## src/rtl/iob_fifo_sync_ctrl_if.sv

```systemverilog
// Consumer-side port bundle of the synchronous FIFO controller.
// master = user logic, slave = FIFO controller.
interface iob_fifo_sync_ctrl_if #(
    parameter int DATA_W = 8,
    parameter int ADDR_W = 4
);
    logic              w_en;
    logic [DATA_W-1:0] w_data;
    logic              w_full;
    logic              r_en;
    logic [DATA_W-1:0] r_data;
    logic              r_valid;
    logic              r_empty;
    logic [ADDR_W:0]   level;
    logic              overflow;
    logic              underflow;

    modport master (
        output w_en,
        output w_data,
        output r_en,
        input  w_full,
        input  r_data,
        input  r_valid,
        input  r_empty,
        input  level,
        input  overflow,
        input  underflow
    );

    modport slave (
        input  w_en,
        input  w_data,
        input  r_en,
        output w_full,
        output r_data,
        output r_valid,
        output r_empty,
        output level,
        output overflow,
        output underflow
    );
endinterface

```

## src/rtl/iob_fifo_sync_ctrl.sv

```systemverilog
// Single-clock FIFO controller driving an external two-port RAM.
// Pointers, level and flags are registered; RAM ports are combinational.
module iob_fifo_sync_ctrl #(
    parameter int DATA_W = 8,
    parameter int ADDR_W = 4
) (
    input  logic                   clk,
    input  logic                   rst,
    iob_fifo_sync_ctrl_if.slave    fifo,
    output logic                   ext_mem_w_en,
    output logic [ADDR_W-1:0]      ext_mem_w_addr,
    output logic [DATA_W-1:0]      ext_mem_w_data,
    output logic                   ext_mem_r_en,
    output logic [ADDR_W-1:0]      ext_mem_r_addr,
    input  logic [DATA_W-1:0]      ext_mem_r_data
);

    localparam int LW = ADDR_W + 1;
    localparam logic [LW-1:0] DEPTH = LW'(1 << ADDR_W);

    logic [ADDR_W-1:0] wptr_q, wptr_d;
    logic [ADDR_W-1:0] rptr_q, rptr_d;
    logic [LW-1:0]     level_q, level_d;
    logic              w_full_q, w_full_d;
    logic              r_empty_q, r_empty_d;
    logic              r_valid_q;
    logic              overflow_q, overflow_d;
    logic              underflow_q, underflow_d;
    logic              wacc;
    logic              racc;

    // Acceptance is gated by the registered flags, so both may fire together
    // only when the FIFO is neither full nor empty.
    assign wacc = fifo.w_en & ~w_full_q & ~rst;
    assign racc = fifo.r_en & ~r_empty_q & ~rst;

    assign ext_mem_w_en   = wacc;
    assign ext_mem_w_addr = wptr_q;
    assign ext_mem_w_data = fifo.w_data;
    assign ext_mem_r_en   = racc;
    assign ext_mem_r_addr = rptr_q;

    always_comb begin
        wptr_d      = wptr_q;
        rptr_d      = rptr_q;
        level_d     = level_q + LW'(wacc) - LW'(racc);
        overflow_d  = overflow_q;
        underflow_d = underflow_q;
        if (wacc) begin
            wptr_d = wptr_q + ADDR_W'(1);
        end
        if (racc) begin
            rptr_d = rptr_q + ADDR_W'(1);
        end
        if (fifo.w_en & w_full_q) begin
            overflow_d = 1'b1;
        end
        if (fifo.r_en & r_empty_q) begin
            underflow_d = 1'b1;
        end
        w_full_d  = (level_d == DEPTH);
        r_empty_d = (level_d == '0);
    end

    always_ff @(posedge clk) begin
        if (rst) begin
            wptr_q      <= '0;
            rptr_q      <= '0;
            level_q     <= '0;
            w_full_q    <= 1'b0;
            r_empty_q   <= 1'b1;
            r_valid_q   <= 1'b0;
            overflow_q  <= 1'b0;
            underflow_q <= 1'b0;
        end else begin
            wptr_q      <= wptr_d;
            rptr_q      <= rptr_d;
            level_q     <= level_d;
            w_full_q    <= w_full_d;
            r_empty_q   <= r_empty_d;
            r_valid_q   <= racc;
            overflow_q  <= overflow_d;
            underflow_q <= underflow_d;
        end
    end

    assign fifo.w_full    = w_full_q;
    assign fifo.r_empty   = r_empty_q;
    assign fifo.r_valid   = r_valid_q;
    assign fifo.level     = level_q;
    assign fifo.overflow  = overflow_q;
    assign fifo.underflow = underflow_q;
    assign fifo.r_data    = ext_mem_r_data;

endmodule

```

## src/flat_wrapper.sv

```systemverilog
// flat-port wrapper written by rule: the top's interface ports become plain ports
module iob_fifo_sync_ctrl_flat 
#(
    parameter int DATA_W = 8,
    parameter int ADDR_W = 4
)
  (clk, rst, ext_mem_w_en, ext_mem_w_addr, ext_mem_w_data, ext_mem_r_en, ext_mem_r_addr, ext_mem_r_data, fifo_w_en, fifo_w_data, fifo_r_en, fifo_w_full, fifo_r_data, fifo_r_valid, fifo_r_empty, fifo_level, fifo_overflow, fifo_underflow);
  iob_fifo_sync_ctrl_if #(.DATA_W(DATA_W), .ADDR_W(ADDR_W)) fifo_i ();
  input  logic clk;
  input  logic rst;
  output logic ext_mem_w_en;
  output logic [ADDR_W-1:0] ext_mem_w_addr;
  output logic [DATA_W-1:0] ext_mem_w_data;
  output logic ext_mem_r_en;
  output logic [ADDR_W-1:0] ext_mem_r_addr;
  input  logic [DATA_W-1:0] ext_mem_r_data;
  input wire logic [$bits(fifo_i.w_en)-1:0] fifo_w_en;
  input wire logic [$bits(fifo_i.w_data)-1:0] fifo_w_data;
  input wire logic [$bits(fifo_i.r_en)-1:0] fifo_r_en;
  output wire logic [$bits(fifo_i.w_full)-1:0] fifo_w_full;
  output wire logic [$bits(fifo_i.r_data)-1:0] fifo_r_data;
  output wire logic [$bits(fifo_i.r_valid)-1:0] fifo_r_valid;
  output wire logic [$bits(fifo_i.r_empty)-1:0] fifo_r_empty;
  output wire logic [$bits(fifo_i.level)-1:0] fifo_level;
  output wire logic [$bits(fifo_i.overflow)-1:0] fifo_overflow;
  output wire logic [$bits(fifo_i.underflow)-1:0] fifo_underflow;
  assign fifo_i.w_en = fifo_w_en;
  assign fifo_i.w_data = fifo_w_data;
  assign fifo_i.r_en = fifo_r_en;
  assign fifo_w_full = fifo_i.w_full;
  assign fifo_r_data = fifo_i.r_data;
  assign fifo_r_valid = fifo_i.r_valid;
  assign fifo_r_empty = fifo_i.r_empty;
  assign fifo_level = fifo_i.level;
  assign fifo_overflow = fifo_i.overflow;
  assign fifo_underflow = fifo_i.underflow;
  iob_fifo_sync_ctrl #(.DATA_W(DATA_W), .ADDR_W(ADDR_W)) u_core (.clk(clk), .rst(rst), .fifo(fifo_i), .ext_mem_w_en(ext_mem_w_en), .ext_mem_w_addr(ext_mem_w_addr), .ext_mem_w_data(ext_mem_w_data), .ext_mem_r_en(ext_mem_r_en), .ext_mem_r_addr(ext_mem_r_addr), .ext_mem_r_data(ext_mem_r_data));
endmodule
```

## config.mk

```make
export PLATFORM = sky130hd
export DESIGN_NAME = iob_fifo_sync_ctrl_flat
export DESIGN_NICKNAME = d
export VERILOG_FILES = /design/src/rtl/iob_fifo_sync_ctrl_if.sv /design/src/rtl/iob_fifo_sync_ctrl.sv /design/src/flat_wrapper.sv
export SDC_FILE = /design/constraint.sdc
export NUM_CORES = 1
export LEC_CHECK = 0
export ABC_AREA = 1
export BUFFER_PORTS_ARGS = -buffer_cell sky130_fd_sc_hd__buf_2
export CORE_MARGIN = 5
export CORE_UTILIZATION = 39
export CTS_CLUSTER_SIZE = 14
export DETAILED_ROUTE_END_ITERATION = 12
export PLACE_DENSITY_LB_ADDON = 0.1
export SETUP_SLACK_MARGIN = 0.4
export SYNTH_ARGS = -nofsm -noshare
export SYNTH_HDL_FRONTEND = slang
export SYNTH_SLANG_ARGS = --single-unit
```

## constraint.sdc

```tcl
create_clock -name clk -period 2 [get_ports clk]
set_clock_uncertainty 0.1 [all_clocks]
set_input_delay 0.2 -clock clk [delete_from_list [all_inputs] [get_ports clk]]
set_output_delay 0.2 -clock clk [all_outputs]
set_load 0.05 [all_outputs]
```

==> impl_metrics.py, run 1 <==
metrics = {
    "clock_network": {
        "clock_latency_ns": 0.28,
        "ctsHoldBuffers": 0,
        "cts_root_buf": "clkbuf_4",
        "cts_tree": "yes",
        "cts_buffers": 3,
        "cts.clk_slew.worst_paths_ns": 0.10,
        "cts_buffer_depth": 2,
        "cts_sinks": 18,
        "cts_max_level": 1,
    },
    "floorplanning": {
        "core_um2": 2455,
        "ioPinCount": 56,
        "dieArea_um2": 3676,
        "die_width_um": 60.63,
        "initial_core_util": 0.4072,
        "die_h_um": 60.63,
        "placementRows": 18,
    },
    "detailed_routing": {
        "drt_iter0_markers": 16,
        "wl_per_cell_um": 11.06,
        "drc": 0,
        "drt-pass1-iter-count": 4,
        "wl_um": 1958,
        "ant_nets": 0,
        "viasPerCell": 4.605,
        "via_count": 815,
    },
    "global_routing": {
        "grt_pass1_wl_um": 3201,
        "met2_usage": 0.1893,
        "grt-busiest-layer": "met2",
        "grt_max_degree": 11,
        "grtUsageTotal": 0.1149,
        "antenna_found_initial": 0,
        "grt_pass1_vias": 761,
        "overflow": 0,
        "use_met3": 0.03191,
        "grt_use_met1": 0.1401,
    },
    "timing": {
        "period_share": 0.9844,
        "setup_viol": 0,
        "drv_slew": 0,
        "relSlewSlack": 0.8340,
        "period_needed_ns": 1.969,
        "tns_ns": 0,
        "hold_violations": 0,
        "rsz0062_at_grt": "true",
        "fmax_mhz": 507.9,
        "worst_pin_slew_ns": 0.2508,
    },
    "synth": {
        "syn_area_um2": 999.7,
        "synthTopCellsByArea": "dfxtp_1 (36%), buf_4 (12%), ha_1 (8.8%)",
        "syn-instance-count": 127,
        "yosysSeqAreaShare": 0.3605,
        "synth.most_common_cell": "inv_1",
        "syn_avg_cell_area_um2": 7.872,
        "synth_flop_cell": "dfxtp_1",
        "synth_top_area_cell": "dfxtp_1",
        "synth.top_cells.by_count": "inv_1 (22), dfxtp_1 (18), buf_4 (16), nand2_1 (16)",
        "netlist.area_leader.share": 0.3605,
        "ys_warn_count": 0,
        "synth_edf_count": 0,
        "synthArstFlopShare": 0,
        "ys_seq_elements": 18,
        "synth_cell_type_count": 22,
        "syn-num-nets": 155,
    },
    "layout": {
        "drive_above_1_share": 0.4286,
        "fill_cells": 256,
        "area_growth_pct": 21.15,
        "layout.nets": 176,
        "design_area_um2": 1211,
        "n_antenna_cell": 0,
    },
    "worst_setup_path": {
        "crit_family": "adder cells",
        "crit_buf_inv": 4,
        "crit_required_ns": 2.12,
        "cp_max_fo": 2,
        "cpMaxStageDelayCell": "fa_2",
        "cp-start-kind": "flop",
        "critPathCaptureType": "flop",
        "max_stage_delay_ns": 0.41,
        "path_cells": "inv_4, nand3_4, inv_8, ha_4, inv_2, ha_4, fa_2, inv_2, nand2_1, nor2_1, nand3_1, o21bai_1",
        "crit_arrival_ns": 2.09,
        "critPathKind": "flop to flop",
    },
    "pwr": {
        "total_leakage_power_nw": 0.6194,
        "powerDensity_nw_per_um2": 1537,
        "ir_drop_v": 0.0009054,
    },
    "job": {
        "cap_viol_max_count": 0,
    },
    "place": {
        "hpwl_um": 1572,
        "place_area_um2": 1101,
        "place.gp.congestion": 0.6780,
        "port_buffers": 23,
    },
    "min_path": {
        "hp-class": "primary input to flop",
    },
    "status": {
        "status": "finished, final reports clean",
    },
}
## area by class of cell
class | count | area [µm²] | share of cell area
inverter | 24 | 108.9 | 0.08988
sequential | 18 | 369.1 | 0.3048
multi-input combinational | 68 | 470.5 | 0.3884
timing repair buffer | 33 | 198.9 | 0.1643
tap | 30 | 37.54 | 0.03099
clock buffer | 4 | 26.28 | 0.02169
## registers in the layout, summed over array words and instances, names as in the netlist
name / count
u_core.ext_mem_r_addr: 4
u_core.ext_mem_w_addr: 4
u_core.fifo.level: 5
u_core.fifo.overflow: 1
u_core.fifo.r_empty: 1
u_core.fifo.r_valid: 1
u_core.fifo.underflow: 1
u_core.fifo.w_full: 1
## worst reg2reg max path, stage by stage, from the launching register on
cell and delay [ns]:
dfxtp_4 0.38, inv_4 0.04, nand3_4 0.09, inv_8 0.04
ha_4 0.24, inv_2 0.03, ha_4 0.15, fa_2 0.41
inv_2 0.07, nand2_1 0.05, nor2_1 0.10, nand3_1 0.09
o21bai_1 0.12
## cell families after synthesis
group / after synthesis / synth area share
AND/OR/NAND/NOR: 42 / 0.2040
buffers and inverters: 41 / 0.2290
AO/OA/AOI/OAI: 18 / 0.09887
flip-flops: 18 / 0.3605
adder cells (fa/ha/maj): 8 / 0.1076
## stage by stage
step | power, mW | util | instances | worst slack (ns) | hold slack (ns)
floorplan | 1.421 | - | 127 | -0.1229 | 0.2407
global placement | 1.528 | 0.4485 | 167 | 0.01697 | 0.3003
detailed placement | 1.538 | 0.4485 | 167 | -0.008562 | 0.3003
CTS | 1.785 | 0.4750 | 175 | 0.01946 | 0.04824
global route | 2.018 | 0.4934 | 177 | -0.09163 | 0.07510
finish | 1.862 | 0.4934 | 177 | 0.03119 | 0.05516
## worst paths after layout
kind,startpoint,to,cells after the start,slack [ns]
setup / recovery,u_core.fifo.r_empty,u_core.fifo.r_empty,12,0.03
hold / removal,fifo_w_en,u_core.fifo.overflow,3,0.06
setup reg to reg,u_core.fifo.r_empty,u_core.fifo.r_empty,12,0.03
hold reg to reg,u_core.ext_mem_r_addr[3],u_core.ext_mem_r_addr[3],1,0.36
## report_power, final
part | switching, mW | total, mW | internal, mW | leakage [nW]
combinational | 0.762 | 1.15 | 0.390 | 0.455
sequential | 0.0697 | 0.526 | 0.457 | 0.149
clock | 0.106 | 0.183 | 0.0773 | 0.0150
total | 0.938 | 1.86 | 0.924 | 0.619
## routing by layer
metal,wire length [µm],up-vias
met5,0,-
met4,12,0
met3,168,2
met2,923,28
met1,852,363
li1,-,422
## repair_timing
item                                    in CTS  in global routing
endpoints found under the setup margin       6                  8
resized for setup                            2                 10
pin swaps                                    6                  6
buffers inserted                             4                  2
endpoints found under the hold margin        0                  0
## layout by cell type, fill, tap and decap left out, types with 2 or more instances in the layout
master / n
o21ai_0: 3
nor2_2: 2
ha_4: 2
nand2_1: 12
nor2_1: 10
dfxtp_4: 2
buf_4: 9
nand3_2: 3
a21oi_1: 11
clkbuf_4: 5
buf_2: 21
dfxtp_1: 15
nand3_1: 7
ha_1: 5
nand2_2: 4
inv_2: 3
inv_1: 17
Power figures use the tool's default switching activity.
==> run 2, diff against run 1 <==
--- a/config.mk
+++ b/config.mk
@@ -11,7 +11,7 @@
 export CORE_UTILIZATION = 39
 export CTS_CLUSTER_SIZE = 14
 export DETAILED_ROUTE_END_ITERATION = 12
-export PLACE_DENSITY_LB_ADDON = 0.1
+export PLACE_DENSITY = 0.77
 export SETUP_SLACK_MARGIN = 0.4
 export SYNTH_ARGS = -nofsm -noshare
 export SYNTH_HDL_FRONTEND = slang
==> constraint.sdc (replaced) <==
create_clock -name clk -period 2 [get_ports clk]
set_clock_uncertainty 0.1 [all_clocks]
set_input_delay 0 -clock clk [delete_from_list [all_inputs] [get_ports clk]]
set_output_delay 0 -clock clk [all_outputs]
set_load 0.05 [all_outputs]
==> run 2 against run 1 <==
Compared with the run above: via count rose by 11%; sequential cell count did not move; die area did not move; sequential share of layout area fell by 3.6 points; count of clock-buffer cells in the layout fell by 1.
==> impl_metrics.py, run 2 (same netlist as run 1, synthesis figures left out) <==
metrics = {
    "min_path": {
        "whs_path_depth": 4,
        "hp-start": "rst",
        "hp-class": "primary input to flop",
    },
    "place": {
        "hpwl_um": 1668,
        "place_area_um2": 1094,
        "port_buffers": 23,
        "preCtsSetupSlack_ns": 0.01396,
        "place.gp.congestion": 0.7631,
    },
    "layout": {
        "largest_reg_flops": 5,
        "layout.nets": 191,
        "fill_cells": 229,
        "layout_commonest_cell": "buf_2",
        "area_growth_pct": 37.42,
        "design_area_um2": 1374,
        "drive_above_1_share": 0.3851,
        "utilization": 0.5596,
        "final_cell_mix": "buf_2 (23), dlygate4sd3_1 (19), inv_1 (18)",
        "n_antenna_cell": 0,
    },
    "worst_setup_path": {
        "crit_start": "u_core.fifo.r_empty",
        "crit_required_ns": 2.13,
        "r2r_setup_slack_ns": 0.02,
        "max_stage_delay_ns": 0.37,
        "crit_arrival_ns": 2.11,
        "r2r_cells": 12,
        "critPathCaptureType": "flop",
        "path_cells": "inv_4, nand3_4, inv_8, ha_4, inv_2, ha_4, fa_2, nor2_2, nor2_1, nor2_1, nand3_1, o21bai_1",
        "crit_buf_inv": 3,
        "cpMaxStageDelayCell": "dfxtp_4",
        "setup.worst_path.end": "u_core.fifo.r_empty",
        "cp.depth": 12,
        "critPathKind": "flop to flop",
        "r2r_end": "u_core.fifo.r_empty",
        "cp-start-kind": "flop",
        "cp_max_fo": 3,
        "crit_family": "adder cells",
        "rr_startpoint": "u_core.fifo.r_empty",
    },
    "timing": {
        "worst_pin_slew_ns": 0.5113,
        "setup_ws_ns": 0.01959,
        "setup_viol": 0,
        "whs_ns": 0.004572,
        "hold_violations": 0,
        "rsz0062_at_grt": "true",
        "period_share": 0.9902,
        "fmax_mhz": 504.9,
        "tns_ns": 0,
        "relSlewSlack": 0.6580,
        "drv_slew": 0,
        "period_needed_ns": 1.980,
    },
    "detailed_routing": {
        "wl_um": 2199,
        "wl_per_cell_um": 11.51,
        "drt_iter0_markers": 8,
        "viasPerCell": 4.733,
        "ant_nets": 0,
        "via_count": 904,
        "drc": 0,
        "drt-pass1-iter-count": 4,
    },
    "global_routing": {
        "overflow": 0,
        "antenna_found_initial": 0,
        "grt_pass1_wl_um": 3491,
        "grt_max_degree": 10,
        "grtUsageTotal": 0.1261,
        "grt_pass1_vias": 877,
    },
    "clock_network": {
        "cts_root_buf": "clkbuf_4",
        "cts.clk_slew.worst_paths_ns": 0.10,
        "cts_sinks": 18,
        "cts_buffer_depth": 2,
        "cts_max_level": 1,
        "cts_buffers": 3,
        "clock_latency_ns": 0.29,
        "cts_tree": "yes",
    },
    "floorplanning": {
        "dieArea_um2": 3676,
        "placementRows": 18,
        "die_h_um": 60.63,
        "ioPinCount": 56,
        "die_width_um": 60.63,
        "core_um2": 2455,
        "initial_core_util": 0.4072,
    },
    "status": {
        "status": "finished, final reports clean",
    },
    "pwr": {
        "ir_drop_v": 0.0008040,
        "powerDensity_nw_per_um2": 1426,
        "total_leakage_power_nw": 0.6805,
    },
    "job": {
        "cap_viol_max_count": 0,
    },
}
==> run 2: cell count changes in the layout (fill, tap and decap cells not counted), moves of 2 or more <==
cell / change
buf_4: -4
dlygate4sd3_1: +19
clkbuf_4: -2
nand2_1: -2
nand2_2: +2
buf_2: +2
==> run 2: stage by stage <==
stage | std cells | power, mW
after detailed placement | 166 | 1.544
final | 191 | 1.959
after CTS | 191 | 1.869
after global routing | 191 | 2.118
after floorplan | 127 | 1.421
after global placement | 166 | 1.509
==> run 2: report_power, final <==
part | switching (mW) | leakage, nW | total [mW] | internal, mW
clock network | 0.110 | 0.0138 | 0.180 | 0.0701
logic | 0.859 | 0.517 | 1.26 | 0.399
registers | 0.0643 | 0.149 | 0.521 | 0.456
total | 1.03 | 0.680 | 1.96 | 0.926
==> run 2: area by class of cell <==
| type | count | area (µm²) | share of cell area |
|---|---|---|---|
| clock buffer | 3 | 22.52 | 0.01639 |
| inverter | 24 | 108.9 | 0.07923 |
| multi-input combinational | 68 | 481.7 | 0.3506 |
| sequential | 18 | 369.1 | 0.2687 |
| tap | 30 | 37.54 | 0.02732 |
| timing repair buffer | 48 | 354.1 | 0.2577 |
==> run 2: repair_timing <==
item / CTS / global route
setup buffers: 3 / 0
gates resized for setup: 3 / 10
endpoints found under the setup margin: 5 / 6
hold buffers: 19 / 0
pin swaps: 10 / 8
hold endpoints to repair: 24 / 0
==> run 2: how the worst min path moves through the flow <==
stage	end	slack [ns]
3_3_place_gp	ext_mem_w_data[4]	-0.1
6_report	u_core.ext_mem_w_addr[3]	0.005
5_1_grt	u_core.fifo.level[0]	0.03
2_1_floorplan	u_core.fifo.underflow	0.04
3_5_place_dp	ext_mem_w_data[4]	-0.1
4_1_cts	u_core.fifo.level[1]	0.003
==> run 2: layer usage <==
layer	global-route usage	vias to the layer above	wire [µm]
met2	0.2458	36	1204
li1	-	453	-
met4	0.05573	0	27
met1	0.1305	411	830
met5	0	-	0
met3	0.01915	4	137
==> run 2: worst reg2reg max path: stages (launching register included) <==
cell and delay [ns]:
dfxtp_4 0.37, inv_4 0.03, nand3_4 0.07, inv_8 0.04, ha_4 0.25, inv_2 0.04
ha_4 0.15, fa_2 0.37, nor2_2 0.12, nor2_1 0.05, nor2_1 0.09, nand3_1 0.10
o21bai_1 0.14
==> run 3, diff against run 2 <==
--- a/config.mk
+++ b/config.mk
@@ -5,10 +5,10 @@
 export SDC_FILE = /design/constraint.sdc
 export NUM_CORES = 1
 export LEC_CHECK = 0
-export ABC_AREA = 1
+export ABC_AREA = 0
 export BUFFER_PORTS_ARGS = -buffer_cell sky130_fd_sc_hd__buf_2
 export CORE_MARGIN = 5
-export CORE_UTILIZATION = 39
+export CORE_UTILIZATION = 38
 export CTS_CLUSTER_SIZE = 14
 export DETAILED_ROUTE_END_ITERATION = 12
 export PLACE_DENSITY = 0.77
==> run 3 against run 2 <==
Compared with the run above: the run now ends with setup timing left; area after synthesis down 6.8%; via count down 17%; cell count down 16%; routed wire length down 9.6%; die area down 3.6%; combinational power up 5%; largest power group unchanged; highest routed layer unchanged.
==> impl_metrics.py, run 3 <==
metrics = {
    "status": {
        "status": "finished, violations left",
        "violations": "setup timing",
    },
    "floorplanning": {
        "die_width_um": 59.53,
        "initial_core_util": 0.3868,
        "ioPinCount": 56,
        "die_h_um": 59.53,
        "dieArea_um2": 3543,
        "placementRows": 18,
        "core_um2": 2410,
    },
    "detailed_routing": {
        "ant_nets": 0,
        "via_count": 748,
        "viasPerCell": 4.646,
        "routed.top_layer": "met4",
        "drc": 0,
        "wl_met2_um": 1045,
        "drt_iter0_markers": 11,
        "drt-pass1-iter-count": 4,
        "met3_length_um": 170,
        "wl_um": 1987,
        "wl_per_cell_um": 12.34,
        "met1_length_um": 741,
    },
    "worst_setup_path": {
        "r2r_end": "u_core.fifo.w_full",
        "crit_required_ns": 2.12,
        "cp_max_fo": 3,
        "r2r_cells": 9,
        "critPathKind": "flop to flop",
        "critPathCaptureType": "flop",
        "rr_startpoint": "u_core.fifo.r_empty",
        "cp-start-kind": "flop",
        "r2r_setup_slack_ns": -0.1,
        "crit_arrival_ns": 2.21,
    },
    "clock_network": {
        "cts.clk_slew.worst_paths_ns": 0.11,
        "cts_max_level": 1,
        "clock_latency_ns": 0.30,
        "cts_sinks": 18,
        "cts_tree": "yes",
        "cts_buffer_depth": 2,
        "cts_root_buf": "clkbuf_4",
        "cts_buffers": 3,
    },
    "layout": {
        "final_cell_mix": "buf_2 (23), dlygate4sd3_1 (18), dfxtp_1 (17)",
        "design_area_um2": 1306,
        "layout_commonest_cell": "buf_2",
        "drive_above_1_share": 0.3817,
        "multi_input_area_um2": 490.5,
        "layout.nets": 160,
        "largest_reg_flops": 5,
        "fill_cells": 226,
        "utilization": 0.5421,
        "area_growth_pct": 40.13,
        "n_antenna_cell": 0,
        "layout.area.seq_um2": 364.1,
    },
    "synth": {
        "syn-num-nets": 124,
        "synth_cell_type_count": 26,
        "synth_flop_cell": "dfxtp_1",
        "syn_area_um2": 932.1,
        "synth_edf_count": 0,
        "ys_seq_elements": 18,
        "synthArstFlopShare": 0,
        "yosysSeqAreaShare": 0.3866,
        "syn-instance-count": 96,
        "synth_top_area_cell": "dfxtp_1",
        "synthTopCellsByArea": "dfxtp_1 (39%), buf_4 (13%), ha_1 (9.4%)",
        "synth.top_cells.by_count": "dfxtp_1 (18), buf_4 (16), nor2_1 (13)",
        "netlist.area_leader.share": 0.3866,
        "ys_warn_count": 0,
        "synth.most_common_cell": "dfxtp_1",
        "syn_avg_cell_area_um2": 9.710,
    },
    "min_path": {
        "hold_end": "u_core.ext_mem_r_addr[1]",
        "hp-start": "rst",
        "hp-class": "primary input to flop",
        "whs_path_depth": 5,
    },
    "timing": {
        "setup_viol": 3,
        "drv_slew": 0,
        "relSlewSlack": 0.6560,
        "rsz0062_at_grt": "true",
        "worst_pin_slew_ns": 0.5142,
        "whs_ns": 0.05660,
        "fmax_mhz": 476.5,
        "period_needed_ns": 2.099,
        "setup_ws_ns": -0.09878,
        "period_share": 1.049,
        "hold_violations": 0,
    },
    "place": {
        "preCtsSetupSlack_ns": -0.1293,
        "place_area_um2": 1035,
        "hpwl_um": 1282,
        "port_buffers": 23,
        "place.gp.congestion": 0.8031,
    },
    "global_routing": {
        "grtUsageTotal": 0.1168,
        "grt_max_degree": 20,
        "grt_pass1_vias": 743,
        "overflow": 0,
        "grt_pass1_wl_um": 3118,
        "antenna_found_initial": 0,
    },
    "pwr": {
        "ir_drop_v": 0.001030,
        "finalPower_mw": 2.069,
        "total_leakage_power_nw": 0.6129,
        "powerDensity_nw_per_um2": 1584,
    },
    "job": {
        "cap_viol_max_count": 0,
    },
}
run 3: cell count changes in the layout (fill, tap and decap cells not counted), sizes merged, moves of 2 or more:
cell	before	now
o21ai	4	1
nor2b	0	3
inv	23	6
nand4	0	2
nand2	16	3
a21o	0	2
xnor2	0	4
buf	29	31
nand3	11	0
xor2	0	6
a21oi	12	4
run 3: routing by layer:
metal  vias to the layer above  track usage
met1                       349       0.1258
met5                         -            0
met4                         0      0.04747
li1                        363            -
met3                         3      0.03704
met2                        33       0.2090
run 3: cells by family after synthesis:
| kind of cell | count (synthesis) | synth area share |
|---|---|---|
| buffers and inverters | 24 | 0.1624 |
| AO/OA/AOI/OAI | 8 | 0.05771 |
| flip-flops | 18 | 0.3866 |
| XOR/XNOR | 10 | 0.1020 |
| multiplexers | 1 | 0.01074 |
| adder cells (fa/ha/maj) | 8 | 0.1154 |
| AND/OR/NAND/NOR | 27 | 0.1651 |
run 3: final cells by class:
| class | count | area share |
|---|---|---|
| Sequential cell | 18 | 0.2787 |
| Timing Repair Buffer | 49 | 0.2720 |
| Clock buffer | 4 | 0.02778 |
| Multi-Input combinational cell | 54 | 0.3755 |
| Inverter | 6 | 0.01724 |
| Tap cell | 30 | 0.02874 |
run 3: repair_timing:
action	in CTS	in global routing
buffers inserted	2	0
pin swaps	10	3
hold buffers	18	0
resized for setup	3	4
hold endpoints to repair	20	0
endpoints found under the setup margin	6	6
run 3: through the flow:
step / setup TNS (ns) / cells
3_3_place_gp: -0.1338 / 137
5_1_grt: -0.5048 / 161
2_1_floorplan: -2.753 / 96
4_1_cts: -0.3136 / 161
3_5_place_dp: -0.2934 / 137
6_report: -0.2284 / 161
run 3: how the worst max path moves through the flow:
stage / end / start / cells past startpoint
2_1_floorplan: u_core.fifo.r_empty / u_core.fifo.r_empty / 9
3_3_place_gp: u_core.fifo.w_full / u_core.fifo.r_empty / 8
3_5_place_dp: u_core.fifo.w_full / u_core.fifo.r_empty / 8
4_1_cts: u_core.fifo.w_full / u_core.fifo.r_empty / 8
5_1_grt: u_core.fifo.w_full / u_core.fifo.r_empty / 8
6_report: u_core.fifo.w_full / u_core.fifo.r_empty / 9
run 3: power by group:
group          switching (mW)  internal, mW
registers              0.0658         0.453
clock network           0.120         0.111
logic                   0.800         0.519
run 3: worst max-delay path, stage by stage, from the launching register on:
cell and delay [ns]:
dfxtp_4 0.37, nor3b_4 0.20, ha_1 0.16, inv_2 0.04, ha_4 0.15, fa_2 0.34, a21o_1 0.17, a21oi_2 0.17
xnor2_2 0.11, nor4b_2 0.21
